## config.mk

```make
export PLATFORM = sky130hd
export DESIGN_NAME = two_fsk_demod_flat
export DESIGN_NICKNAME = d
export VERILOG_FILES = /design/src/rtl/two_fsk_demod_if.sv /design/src/rtl/two_fsk_demod.sv /design/src/flat_wrapper.sv
export SDC_FILE = /design/constraint.sdc
export NUM_CORES = 1
export LEC_CHECK = 0
export CAP_MARGIN = 20
export CORE_ASPECT_RATIO = 0.6
export CORE_UTILIZATION = 25
export CTS_CLUSTER_DIAMETER = 30
export DETAILED_ROUTE_END_ITERATION = 8
export PLACE_DENSITY = 0.38
export SETUP_SLACK_MARGIN = 0.15
export SYNTH_ARGS = -nofsm -noshare
export SYNTH_HDL_FRONTEND = slang
export SYNTH_SLANG_ARGS = --single-unit
```

## constraint.sdc

```tcl
create_clock -name clk -period 2.6 [get_ports clk]
set_input_delay 0.52 -clock clk [delete_from_list [all_inputs] [get_ports clk]]
set_output_delay 0.52 -clock clk [all_outputs]
set_load 0.02 [all_outputs]
```

## src/rtl/two_fsk_demod_if.sv

```systemverilog
// Signal bundle between an FSK waveform source/consumer and the 2-FSK demodulator.
// The demodulator takes the slave side: it samples y_in and drives the decisions.
interface two_fsk_demod_if;
  logic       y_in;
  logic       tone_valid;
  logic       tone_bit;
  logic       bit_valid;
  logic       bit_out;
  logic       carrier;
  logic [7:0] err_cnt;

  modport master (
    output y_in,
    input  tone_valid, tone_bit, bit_valid,
    input  bit_out, carrier, err_cnt
  );

  modport slave (
    input  y_in,
    output tone_valid, tone_bit, bit_valid,
    output bit_out, carrier, err_cnt
  );
endinterface

```

## src/rtl/two_fsk_demod.sv

```systemverilog
// Non-coherent 2-FSK demodulator: classifies carrier periods by edge spacing,
// then integrates per-tone time over fixed symbol windows to decide each bit.
module two_fsk_demod #(
  parameter int unsigned T1_MIN  = 7,
  parameter int unsigned T1_MAX  = 9,
  parameter int unsigned T0_MIN  = 3,
  parameter int unsigned T0_MAX  = 5,
  parameter int unsigned PER_MAX = 15,
  parameter int unsigned SYM_LEN = 32,
  parameter int unsigned ACC_W   = 7
) (
  input logic           clk,
  input logic           reset,
  two_fsk_demod_if.slave bus
);

  localparam int unsigned SYM_W = $clog2(SYM_LEN);
  localparam logic [3:0] P_MAX = 4'(PER_MAX);
  localparam logic [3:0] T1_LO = 4'(T1_MIN);
  localparam logic [3:0] T1_HI = 4'(T1_MAX);
  localparam logic [3:0] T0_LO = 4'(T0_MIN);
  localparam logic [3:0] T0_HI = 4'(T0_MAX);
  localparam logic [SYM_W-1:0] SYM_END = SYM_W'(SYM_LEN - 1);

  typedef enum logic {IDLE, TRACK} state_t;

  state_t state, state_nx;

  logic             y_s, y_d, rise;
  logic [3:0]       per_cnt, tone_per;
  logic             tone_v, tone_b;
  logic [7:0]       errs;
  logic             first, is_t1, is_t0;
  logic [SYM_W-1:0] sym_cnt, sym_nx;
  logic [ACC_W-1:0] acc1, acc0, acc1_nx, acc0_nx;
  logic [ACC_W-1:0] per_ext;
  logic             bit_v, bit_v_nx;
  logic             bit_o, bit_o_nx;
  logic             car, car_nx;

  function automatic logic [ACC_W-1:0] sat_add(
    input logic [ACC_W-1:0] a,
    input logic [3:0]       b
  );
    logic [ACC_W:0] s;
    s = {1'b0, a} + {{(ACC_W-3){1'b0}}, b};
    return s[ACC_W] ? '1 : s[ACC_W-1:0];
  endfunction

  assign rise    = y_s & ~y_d;
  assign first   = (per_cnt == P_MAX);
  assign is_t1   = (per_cnt >= T1_LO) && (per_cnt <= T1_HI);
  assign is_t0   = (per_cnt >= T0_LO) && (per_cnt <= T0_HI);
  assign per_ext = ACC_W'(tone_per);

  // Edge detector, period counter and per-period classifier
  always_ff @(posedge clk or negedge reset) begin
    if (!reset) begin
      y_s      <= 1'b0;
      y_d      <= 1'b0;
      per_cnt  <= P_MAX;
      tone_per <= '0;
      tone_v   <= 1'b0;
      tone_b   <= 1'b0;
      errs     <= '0;
    end else begin
      y_s    <= bus.y_in;
      y_d    <= y_s;
      tone_v <= 1'b0;
      if (rise) begin
        per_cnt <= 4'd1;
        unique case (1'b1)
          first: ;
          is_t1: begin
            tone_v   <= 1'b1;
            tone_b   <= 1'b1;
            tone_per <= per_cnt;
          end
          is_t0: begin
            tone_v   <= 1'b1;
            tone_b   <= 1'b0;
            tone_per <= per_cnt;
          end
          default: begin
            if (errs != 8'hff) errs <= errs + 8'd1;
          end
        endcase
      end else if (per_cnt != P_MAX) begin
        per_cnt <= per_cnt + 4'd1;
      end
    end
  end

  always_ff @(posedge clk or negedge reset) begin
    if (!reset) begin
      state   <= IDLE;
      sym_cnt <= '0;
      acc1    <= '0;
      acc0    <= '0;
      bit_v   <= 1'b0;
      bit_o   <= 1'b0;
      car     <= 1'b0;
    end else begin
      state   <= state_nx;
      sym_cnt <= sym_nx;
      acc1    <= acc1_nx;
      acc0    <= acc0_nx;
      bit_v   <= bit_v_nx;
      bit_o   <= bit_o_nx;
      car     <= car_nx;
    end
  end

  always_comb begin
    state_nx = state;
    sym_nx   = sym_cnt;
    acc1_nx  = acc1;
    acc0_nx  = acc0;
    bit_v_nx = 1'b0;
    bit_o_nx = bit_o;
    car_nx   = car;
    unique case (state)
      IDLE: begin
        if (tone_v) begin
          state_nx = TRACK;
          car_nx   = 1'b1;
          sym_nx   = SYM_W'(1);
          acc1_nx  = tone_b ? per_ext : '0;
          acc0_nx  = tone_b ? '0 : per_ext;
        end
      end
      TRACK: begin
        if (first) begin
          state_nx = IDLE;
          car_nx   = 1'b0;
          sym_nx   = '0;
          acc1_nx  = '0;
          acc0_nx  = '0;
        end else if (sym_cnt == SYM_END) begin
          // A tone landing on the boundary opens the next window
          bit_v_nx = 1'b1;
          bit_o_nx = (acc1 > acc0);
          sym_nx   = '0;
          acc1_nx  = (tone_v && tone_b) ? per_ext : '0;
          acc0_nx  = (tone_v && !tone_b) ? per_ext : '0;
        end else begin
          sym_nx = sym_cnt + 1'b1;
          if (tone_v && tone_b) acc1_nx = sat_add(acc1, tone_per);
          if (tone_v && !tone_b) acc0_nx = sat_add(acc0, tone_per);
        end
      end
      default: state_nx = IDLE;
    endcase
  end

  assign bus.tone_valid = tone_v;
  assign bus.tone_bit   = tone_b;
  assign bus.bit_valid  = bit_v;
  assign bus.bit_out    = bit_o;
  assign bus.carrier    = car;
  assign bus.err_cnt    = errs;

endmodule

```

## src/flat_wrapper.sv

```systemverilog
// flat-port wrapper written by rule: the top's interface ports become plain ports
module two_fsk_demod_flat 
#(
  parameter int unsigned T1_MIN  = 7,
  parameter int unsigned T1_MAX  = 9,
  parameter int unsigned T0_MIN  = 3,
  parameter int unsigned T0_MAX  = 5,
  parameter int unsigned PER_MAX = 15,
  parameter int unsigned SYM_LEN = 32,
  parameter int unsigned ACC_W   = 7
)
  (clk, reset, bus_y_in, bus_tone_valid, bus_tone_bit, bus_bit_valid, bus_bit_out, bus_carrier, bus_err_cnt);
  two_fsk_demod_if bus_i ();
  input logic clk;
  input logic reset;
  input wire logic [$bits(bus_i.y_in)-1:0] bus_y_in;
  output wire logic [$bits(bus_i.tone_valid)-1:0] bus_tone_valid;
  output wire logic [$bits(bus_i.tone_bit)-1:0] bus_tone_bit;
  output wire logic [$bits(bus_i.bit_valid)-1:0] bus_bit_valid;
  output wire logic [$bits(bus_i.bit_out)-1:0] bus_bit_out;
  output wire logic [$bits(bus_i.carrier)-1:0] bus_carrier;
  output wire logic [$bits(bus_i.err_cnt)-1:0] bus_err_cnt;
  assign bus_i.y_in = bus_y_in;
  assign bus_tone_valid = bus_i.tone_valid;
  assign bus_tone_bit = bus_i.tone_bit;
  assign bus_bit_valid = bus_i.bit_valid;
  assign bus_bit_out = bus_i.bit_out;
  assign bus_carrier = bus_i.carrier;
  assign bus_err_cnt = bus_i.err_cnt;
  two_fsk_demod #(.T1_MIN(T1_MIN), .T1_MAX(T1_MAX), .T0_MIN(T0_MIN), .T0_MAX(T0_MAX), .PER_MAX(PER_MAX), .SYM_LEN(SYM_LEN), .ACC_W(ACC_W)) u_core (.clk(clk), .reset(reset), .bus(bus_i));
endmodule
```

==> qor.txt, run 1 <==
Outcome -> finished with violations
Failing checks -> DRC
Routed WL -> 7.804 mm
TritonRoute pass-1 iters -> 6
Worst EP arrival -> 2350 ps
Main synth FF type -> dfrtp_1
CP endpoint -> u_core.acc1[4]
Reg2Reg Setup Slack -> 450 ps
Routed Antenna Nets -> 0
CP required -> 2800 ps
Pre-CTS WS -> 476.8 ps
Flop and latch count out of synthesis -> 43
Worst clock skew -> 8.331 ps
Min Tclk post-route -> 2155 ps
GR Util All Layers -> 14.57%
RSZ-0062 raised after global routing -> false
Yosys top cell by area -> dfrtp_1
Top post-synthesis cells by area -> dfrtp_1 (35%), ha_1 (9.4%), a21oi_1 (4.7%)
Vias in the first global route -> 2105
Post-route worst setup slack -> 445.2 ps
Sequential-to-total area share from yosys stat -> 38.80%
Design area -> 3267 um^2
Syn Nets -> 321
Worst-path fanout max -> 9
Drt drc -> 1
Static leakage -> 1.440 nW
Routed vias -> 2264
CTS tree -> yes
Port Buffers -> 15
Finish-stage setup viols -> 0
GPL Wtd Cong -> 0.8018
CTS max path bufs -> 2
Antenna diodes -> 0
GR Util met2 -> 17.12%
YS warnings -> 0
Mean Syn Cell Area -> 9.445 um^2
Layout cell share with drive strength beyond 1 -> 11.43%
RR Endpoint -> u_core.acc1[4]
CORE AREA -> 10700 um^2
Worst Tran Pin Value -> 680.8 ps
Cells after Synth -> 295
Sequential cell area -> 1081 um^2
Post-synth ARST share -> 100.0%
CTS Sinks -> 43
Die Ht -> 83.78 um
FF-to-FF path depth -> 8
Setup crit end kind -> flop
Antenna violations before repair -> 0
H-tree levels -> 2
Nets -> 341
Die width -> 138.3 um
PostCTS Resize Cnt -> 0
Peak supply drop -> 0.3769 mV
Post-CTS setup buffers -> 0
Fin crit share -> 82.88%
Multi-input logic area -> 1588 um^2
Worst Setup Start Kind -> flop
Critical path type -> flop to flop
Final Util -> 30.52%
DR vias/cell -> 4.987
Cts bufs inserted -> 5
Launching point of the worst reg2reg path -> u_core.sym_cnt[0]
Fill count -> 1084
Number of library cell types mapped by synthesis -> 60
Worst min path class -> input port to async pin
Met1 GRT Util -> 23.92%
Worst Setup SP -> u_core.sym_cnt[0]
Hpwl dp -> 5.851 mm
Pwr/cell area -> 1204 nW/um^2
Number of synthesized flops with an enable pin -> 0
Largest net degree at the start of global routing -> 23
Drt first-iter violations -> 176
M3 GR Usage -> 4.188%
Final hold vios -> 0
Highest Clock Rate -> 0.4641 GHz
Rows -> 29
Drt wl/cell -> 17.19 um
Max-cap violations -> 0
Hold-fix buffers at CTS -> 0
TNS Setup -> 0 ps
First-pass GRT wire length -> 12.63 mm
Final Max Tran Viols -> 0
CTS root buffer -> clkbuf_16
Synth top area share -> 35.02%
Die area -> 11590 um^2
Worst-path clk slew -> 70 ps
Area grow syn2layout -> 17.24%
Slew margin rel. -> 54.61%
Initial core utilization -> 26.03%
Later-pin clock latency in the skew report -> 290 ps
Layer carrying the most global-route usage -> met1
Cell Area, Synth -> 2786 um^2
I/O pin cnt -> 16
Dpl cell area -> 3108 um^2
Gr ovfl total -> 0
Yosys cell counts, drive strengths merged, types with 2 or more instances:
library cell / n
a21oi: 26
o221ai: 2
dfstp: 4
nor3: 5
nor2b: 9
o211ai: 5
a31oi: 5
clkbuf: 6
a32o: 2
buf: 5
fa: 2
ha: 21
inv: 14
and2: 2
xnor2: 5
nor2: 24
nand4: 6
a21boi: 2
nand2b: 3
a211oi: 6
and3: 6
mux2: 3
nand2: 25
a21o: 4
and2b: 2
xor2: 5
dfrtp: 39
o21ai: 18
nand3: 12
o31ai: 8
where the power goes:
part / total [W] / internal [W] / switching [W] / leakage (nW)
logic: 0.00193 / 0.000850 / 0.00108 / 0.843
clock network: 0.000721 / 0.000449 / 0.000272 / 0.0769
registers: 0.00128 / 0.000915 / 0.000367 / 0.520
cell usage in the layout (no fill, tap or decap), types with 9 or more instances in the layout:
master / instances
clkdlybuf4s50_1: 14
dfrtp_1: 39
buf_4: 9
nor2_1: 22
inv_1: 14
nand3_1: 12
o21ai_0: 16
ha_1: 21
a21oi_1: 26
nand2_1: 24
nor2b_1: 9
metal layers:
layer | vias up | wire length (um)
met3 | 7 | 604
li1 | 1122 | -
met5 | - | 0
met4 | 0 | 69
met2 | 48 | 2734
met1 | 1087 | 4396
worst min path at each step:
| stage | startpoint | cells after the start | to |
|---|---|---|---|
| 5_1_grt | reset | 1 | u_core.acc1[3] |
| 3_5_place_dp | u_core.y_s | 0 | u_core.y_d |
| 3_3_place_gp | u_core.y_s | 0 | u_core.y_d |
| 4_1_cts | reset | 1 | u_core.tone_per[3] |
| 2_1_floorplan | reset | 0 | u_core.acc0[0] |
| 6_report | reset | 1 | u_core.tone_per[3] |
critical path: stages (launching register included):
cell,delay (ps)
dfrtp_1,420
ha_1,240
and3_1,200
ha_1,220
a31oi_1,210
and2_1,400
and3_1,230
o21ai_1,60
o31ai_1,70
cell type report:
class	instances	area share [%]
timing repair buffer	24	6.511
clock inverter	1	0.9192
clock buffer	6	3.945
inverter	14	1.609
multi-input combinational	227	48.60
sequential	43	33.09
tap	139	5.324
stage by stage:
stage / total power [W] / instances / hold WS, ps
final: 0.003935 / 454 / 221.2
after floorplan: 0.002599 / 295 / 224.4
after CTS: 0.003942 / 454 / 241.3
after global routing: 0.004298 / 454 / 257.8
after global placement: 0.003227 / 447 / 391.2
after detailed placement: 0.003188 / 447 / 387.6
cells by family (layout without fill, tap and decap cells):
family / after synthesis / in the layout / synth area share, %
AND/OR/NAND/NOR: 101 / 101 / 19.31
AO/OA/AOI/OAI: 90 / 90 / 22.05
flip-flops: 43 / 43 / 38.80
buffers and inverters: 25 / 45 / 4.220
adder cells (fa/ha/maj): 23 / 23 / 10.87
XOR/XNOR: 10 / 10 / 3.143
multiplexers: 3 / 3 / 1.616
flip-flops by register name, summed over array words and instances, names as in the netlist, 4 cells and up:
register / count
u_core.acc0: 7
u_core.acc1: 7
u_core.bus.err_cnt: 8
u_core.per_cnt: 4
u_core.sym_cnt: 5
u_core.tone_per: 4
Note: power is estimated with default switching activity, not from simulation.
==> run 2, diff against run 1 <==
PLACE_DENSITY = 0.39   (was 0.38)
clock period = 1.8 ns   (was 2.6 ns; I/O delays follow)
==> run 2 against run 1 <==
Effect of this change:
- the flow finishes with violations (setup timing)
- clock skew decreased by 5.5 ps
- global-route usage increased by 1.1 points
- total power increased by 100%
- sequential cell count unchanged
- first-iteration DRC count decreased by 26%
- hold slack got worse by 190 ps
- cell area increased by 37%
- critical path depth decreased by 1
- largest cell class unchanged
==> qor.txt, run 2 (synthesis gave the netlist of run 1 again) <==
Outcome -> finished with violations
Failing checks -> setup timing
TNS Setup -> -262.0 ps (-262.0 ps)
Slew margin rel. -> 62.09% (+7.5 points)
CP required -> 1990 ps (-810 ps)
Worst Setup Start Kind -> flop
Area grow syn2layout -> 60.31%
Static leakage -> 1.925 nW (+34%)
Largest net degree at the start of global routing -> 44 (+91%)
Vias in the first global route -> 2398 (+14%)
Gr ovfl total -> 0 (unchanged)
Antenna diodes -> 0 (unchanged)
CTS max path bufs -> 2 (unchanged)
Routed WL -> 8.902 mm (+14%)
Die area -> 11590 um^2 (unchanged)
Post-route worst setup slack -> -69.44 ps (-514.6 ps)
Final Max Tran Viols -> 0 (unchanged)
GPL Wtd Cong -> 0.7830 (-2.3%)
Commonest cells after routing, fill and taps aside -> buf_4 (52), dfrtp_1 (33), buf_6 (26)
Hpwl dp -> 6.225 mm (+6.4%)
Drt first-iter violations -> 131 (-26%)
Drt drc -> 0 (-1)
Worst Tran Pin Value -> 563.5 ps (-117.3 ps)
Critical path type -> flop to flop
GR Util All Layers -> 15.72% (+1.1 points)
Peak supply drop -> 0.6457 mV (+71%)
Worst EP arrival -> 2060 ps (-290 ps)
Die width -> 138.3 um (unchanged)
Fin crit share -> 103.9% (+21 points)
Max-cap violations -> 0 (unchanged)
Highest Clock Rate -> 0.5349 GHz (+15%)
CTS Sinks -> 43 (unchanged)
Setup crit end kind -> flop
RSZ-0062 raised after global routing -> true
Die Ht -> 83.78 um (unchanged)
Nets -> 416 (+22%)
Pre-CTS WS -> -195.8 ps (-672.6 ps)
Pwr/cell area -> 1779 nW/um^2 (+48%)
CTS root buffer -> clkbuf_16
Initial core utilization -> 26.03% (unchanged)
Final hold vios -> 0 (unchanged)
Min Tclk post-route -> 1869 ps (-285.4 ps)
Worst clock skew -> 2.838 ps (-5.493 ps)
Cts bufs inserted -> 5 (unchanged)
Port Buffers -> 15 (unchanged)
Rows -> 29 (unchanged)
TritonRoute pass-1 iters -> 4 (-2)
Most common cell after layout, fill and taps aside -> buf_4
Later-pin clock latency in the skew report -> 290 ps (about the same)
Worst-path fanout max -> 4 (-5)
DR vias/cell -> 4.830 (-3.1%)
Drt wl/cell -> 16.80 um (-2.3%)
I/O pin cnt -> 16 (unchanged)
Antenna violations before repair -> 0 (unchanged)
First-pass GRT wire length -> 13.97 mm (+11%)
Layout cell share with drive strength beyond 1 -> 49.10% (+38 points)
H-tree levels -> 2 (unchanged)
Largest register FFs -> 8 (unchanged)
Worst-path clk slew -> 70 ps (about the same)
Hold-fix buffers at CTS -> 0 (unchanged)
CORE AREA -> 10700 um^2 (unchanged)
Min Hold Slack -> 34.25 ps (-186.9 ps)
CTS tree -> yes
Finish-stage setup viols -> 7 (+7)
Worst min path class -> input port to async pin
FF-to-FF path depth -> 7 (-1)
Routed Antenna Nets -> 0 (unchanged)
Routed vias -> 2560 (+13%)
-- run 2: critical path, stage by stage, from the launching register on --
cell and delay, ps:
dfrtp_2 460, ha_4 180, fa_2 360, a21o_1 220, a21oi_4 220, buf_4 140, a211oi_1 30, nor3_1 170
-- run 2: metal layers --
metal	wire (um)	global-route usage, %	vias up	share of wire, %
met4	32	2.451	0	0.36
met5	0	0	-	0
met1	5129	26.22	1255	58
met2	3467	20.08	32	39
li1	-	-	1271	-
met3	272	2.926	2	3.1
-- run 2: area by class of cell --
| cell class | instances | area [um^2] |
|---|---|---|
| inverters | 14 | 55.05 |
| flip-flops and latches | 43 | 1089 |
| fillers | 1067 | 6237 |
| repair buffers | 99 | 937.1 |
| clock inverters | 2 | 16.27 |
| multi-input cells | 227 | 2057 |
| clock buffers | 6 | 138.9 |
| well taps | 139 | 173.9 |
-- run 2: repair_timing --
item / CTS / global route
cloned: 0 / 0
pin swaps: 30 / 40
resized for setup: 80 / 64
setup endpoints to repair: 39 / 32
buffers inserted: 11 / 16
-- run 2: power breakdown --
| part | internal (W) | total, W | leakage, nW | switching (W) |
|---|---|---|---|---|
| Sequential | 0.00134 | 0.00183 | 0.513 | 0.000488 |
| Combinational | 0.00275 | 0.00514 | 1.34 | 0.00239 |
| Clock | 0.000556 | 0.000981 | 0.0731 | 0.000425 |
| Total | 0.00464 | 0.00795 | 1.92 | 0.00330 |
-- run 2: worst paths after layout --
check	start	endpoint	slack, ps
min in group clk	u_core.y_s	u_core.y_d	410
worst max-delay path	u_core.tone_per[0]	u_core.acc1[6]	-70
max in group asynchronous	reset	u_core.per_cnt[2]	1470
worst min-delay path	reset	u_core.y_d	30
worst min register to register	u_core.y_s	u_core.y_d	410
worst max register to register	u_core.tone_per[0]	u_core.acc1[6]	-70
-- run 2: through the flow --
step | total power, W | utilization (%) | cells | instance area [um^2]
after floorplan | 0.003899 | - | 295 | 2875
after global placement | 0.005401 | 33.41 | 495 | 3576
after detailed placement | 0.005380 | 33.41 | 495 | 3576
after CTS | 0.007204 | 38.25 | 514 | 4094
after global routing | 0.008560 | 41.73 | 530 | 4467
final | 0.007947 | 41.73 | 530 | 4467
==> run 3, diff against run 2 <==
CAP_MARGIN = unset   (was 20)
DONT_BUFFER_PORTS = 1   (was unset)
PLACE_DENSITY = 0.38   (was 0.39)
==> run 3 against run 2 <==
Effect of this change:
- the flow finishes with violations (DRC, setup timing)
- count of clock-buffer cells in the layout shrank 1
- sequential cell count is the same
- fmax grew 1.7%
- final cell count shrank 4.3%
- register-to-register slack gained 30 ps
- cell area shrank 11%
- die area is the same
- routed wire length shrank 2.0%
- total power shrank 9.1%
- critical endpoint is now u_core.bus.err_cnt[7]
- highest routed layer unchanged
==> qor.txt, run 3 (synthesis gave the netlist of run 1 again) <==
Outcome -> finished with violations
Failing checks -> DRC, setup timing
Worst path max stage delay -> 590 ps (+130 ps)
TNS Setup -> -61.50 ps (+200.5 ps)
Fin crit share -> 102.2% (-1.7 points)
Gr ovfl total -> 0 (unchanged)
DR vias/cell -> 4.850 (+0.41%)
Drt wl/cell -> 17.20 um (+2.4%)
Highest Clock Rate -> 0.5438 GHz (+1.7%)
GPL Wtd Cong -> 0.8208 (+4.8%)
Later-pin clock latency in the skew report -> 300 ps (about the same)
Worst min path class -> input port to flop
Vias in the first global route -> 2384 (-0.58%)
Finish-stage setup viols -> 2 (-5)
Antenna diodes -> 0 (unchanged)
Fill count -> 1057 (-0.94%)
Critical path type -> flop to flop
Initial core utilization -> 26.03% (unchanged)
Largest register FFs -> 8 (unchanged)
Final Max Tran Viols -> 0 (unchanged)
Worst Setup Start Kind -> flop
TritonRoute pass-1 iters -> 6 (+2)
Hpwl dp -> 6.466 mm (+3.9%)
Placed cell count -> 489 (-1.2%)
Worst clock skew -> 6.979 ps (+4.141 ps)
Port Buffers -> 0 (-15)
Most common cell after layout, fill and taps aside -> buf_4
GR Util met2 -> 18.55% (-1.5 points)
Cts bufs inserted -> 5 (unchanged)
CTS tree -> yes
Drt drc -> 2 (+2)
Min Tclk post-route -> 1839 ps (-30.49 ps)
Die area -> 11590 um^2 (unchanged)
Worst-path clk slew -> 70 ps (about the same)
Die width -> 138.3 um (unchanged)
Antenna violations before repair -> 0 (unchanged)
H-tree levels -> 2 (unchanged)
Rows -> 29 (unchanged)
Pwr/cell area -> 1818 nW/um^2 (+2.2%)
CP Cell Sequence -> inv_4 -> ha_4 -> o21ai_4 -> o221ai_4 -> nor2_4 -> nand4_1 -> xnor2_1
M3 GR Usage -> 4.246% (+1.3 points)
Largest net degree at the start of global routing -> 44 (unchanged)
Commonest cells after routing, fill and taps aside -> buf_4 (67), dfrtp_1 (36), nand2_1 (20)
Nets -> 393 (-5.5%)
Post-route worst setup slack -> -38.95 ps (+30.49 ps)
GR Util All Layers -> 15.94% (+0.22 points)
Slowest stage cell, crit path -> dfstp_2
CTS Sinks -> 43 (unchanged)
Worst EP arrival -> 2010 ps (-50 ps)
CTS root buffer -> clkbuf_16
Met1 GRT Util -> 26.31% (+0.085 points)
Sequential cell area -> 1085 um^2 (-0.34%)
Fin cells -> 507 (-4.3%)
Slew margin rel. -> 67.19% (+5.1 points)
Max-cap violations -> 0 (unchanged)
CORE AREA -> 10700 um^2 (unchanged)
I/O pin cnt -> 16 (unchanged)
CP required -> 1970 ps (-20 ps)
Drt first-iter violations -> 115 (-12%)
Setup crit end kind -> flop
Routed vias -> 2459 (-3.9%)
Routed Antenna Nets -> 0 (unchanged)
Worst-path fanout max -> 6 (+2)
Layout cell share with drive strength beyond 1 -> 41.30% (-7.8 points)
Peak supply drop -> 0.5191 mV (-20%)
CTS max path bufs -> 2 (unchanged)
Layer carrying the most global-route usage -> met1
Worst Tran Pin Value -> 487.8 ps (-75.74 ps)
Top delay family on crit path -> flip-flops
CP Buf/Inv Count -> 1 (unchanged)
Final hold vios -> 0 (unchanged)
Routed WL -> 8.721 mm (-2.0%)
Area grow syn2layout -> 42.61%
Multi-input logic area -> 1863 um^2 (-9.4%)
First-pass GRT wire length -> 13.92 mm (-0.39%)
Die Ht -> 83.78 um (unchanged)
RSZ-0062 raised after global routing -> true
Static leakage -> 1.748 nW (-9.2%)
Min Hold Slack -> 90.52 ps (+56.27 ps)
## run 3: cell types whose count changed in the layout (fill, tap and decap cells not counted), sizes merged
cell and change:
buf -10, bufinv +1, clkbuf -1, clkdlybuf4s50 -3, clkinv +1, clkinvlp -1, dlygate4sd2 -9, dlygate4sd3 +1
dlymetal6s2s -2
## run 3: final timing paths
path | start | endpoint | slack [ps] | depth (start not counted)
setup / recovery | u_core.per_cnt[1] | u_core.bus.err_cnt[7] | -40 | 7
hold / removal | bus_y_in | u_core.y_s | 90 | 0
setup reg to reg | u_core.per_cnt[1] | u_core.bus.err_cnt[7] | -40 | 7
hold reg to reg | u_core.y_s | u_core.y_d | 400 | 0
max in group asynchronous | reset | u_core.per_cnt[2] | 960 | 2
min in group asynchronous | reset | u_core.y_s | 550 | 2
## run 3: routing by layer
metal / vias to the layer above / part of all wire, %
met2: 53 / 35
met4: 0 / 1.2
met1: 1166 / 57
li1: 1231 / -
met5: - / 0
met3: 9 / 6.7
## run 3: area by class of cell
class	count	share of cell area, %
Tap cell	139	4.377
Clock inverter	3	1.102
Timing Repair Buffer	76	15.81
Sequential cell	43	27.30
Multi-Input combinational cell	227	46.88
Clock buffer	5	3.149
Inverter	14	1.385
## run 3: where the power goes
group,switching (W),total (W),internal (W),leakage [nW]
sequential,0.000423,0.00176,0.00133,0.517
clock,0.000438,0.00109,0.000656,0.0838
combinational,0.00213,0.00437,0.00224,1.15
total,0.00299,0.00722,0.00423,1.75
## run 3: what timing repair did
| item | in CTS | in global routing |
|---|---|---|
| pin swaps | 25 | 9 |
| setup endpoints to repair | 29 | 31 |
| buffers inserted | 3 | 5 |
| hold buffers | 2 | 0 |
| resized for setup | 29 | 24 |
| endpoints found under the hold margin | 43 | 0 |
## run 3: metrics by stage
stage / power [W] / utilization [%] / instance area (um^2) / setup slack [ps]
after floorplan: 0.003899 / - / 2875 / 32.08
after global placement: 0.005376 / 32.57 / 3486 / -115.9
after detailed placement: 0.005350 / 32.57 / 3486 / -177.9
after CTS: 0.006851 / 35.78 / 3830 / -46.31
after global routing: 0.007801 / 37.12 / 3974 / -125.4
final: 0.007223 / 37.12 / 3974 / -38.95
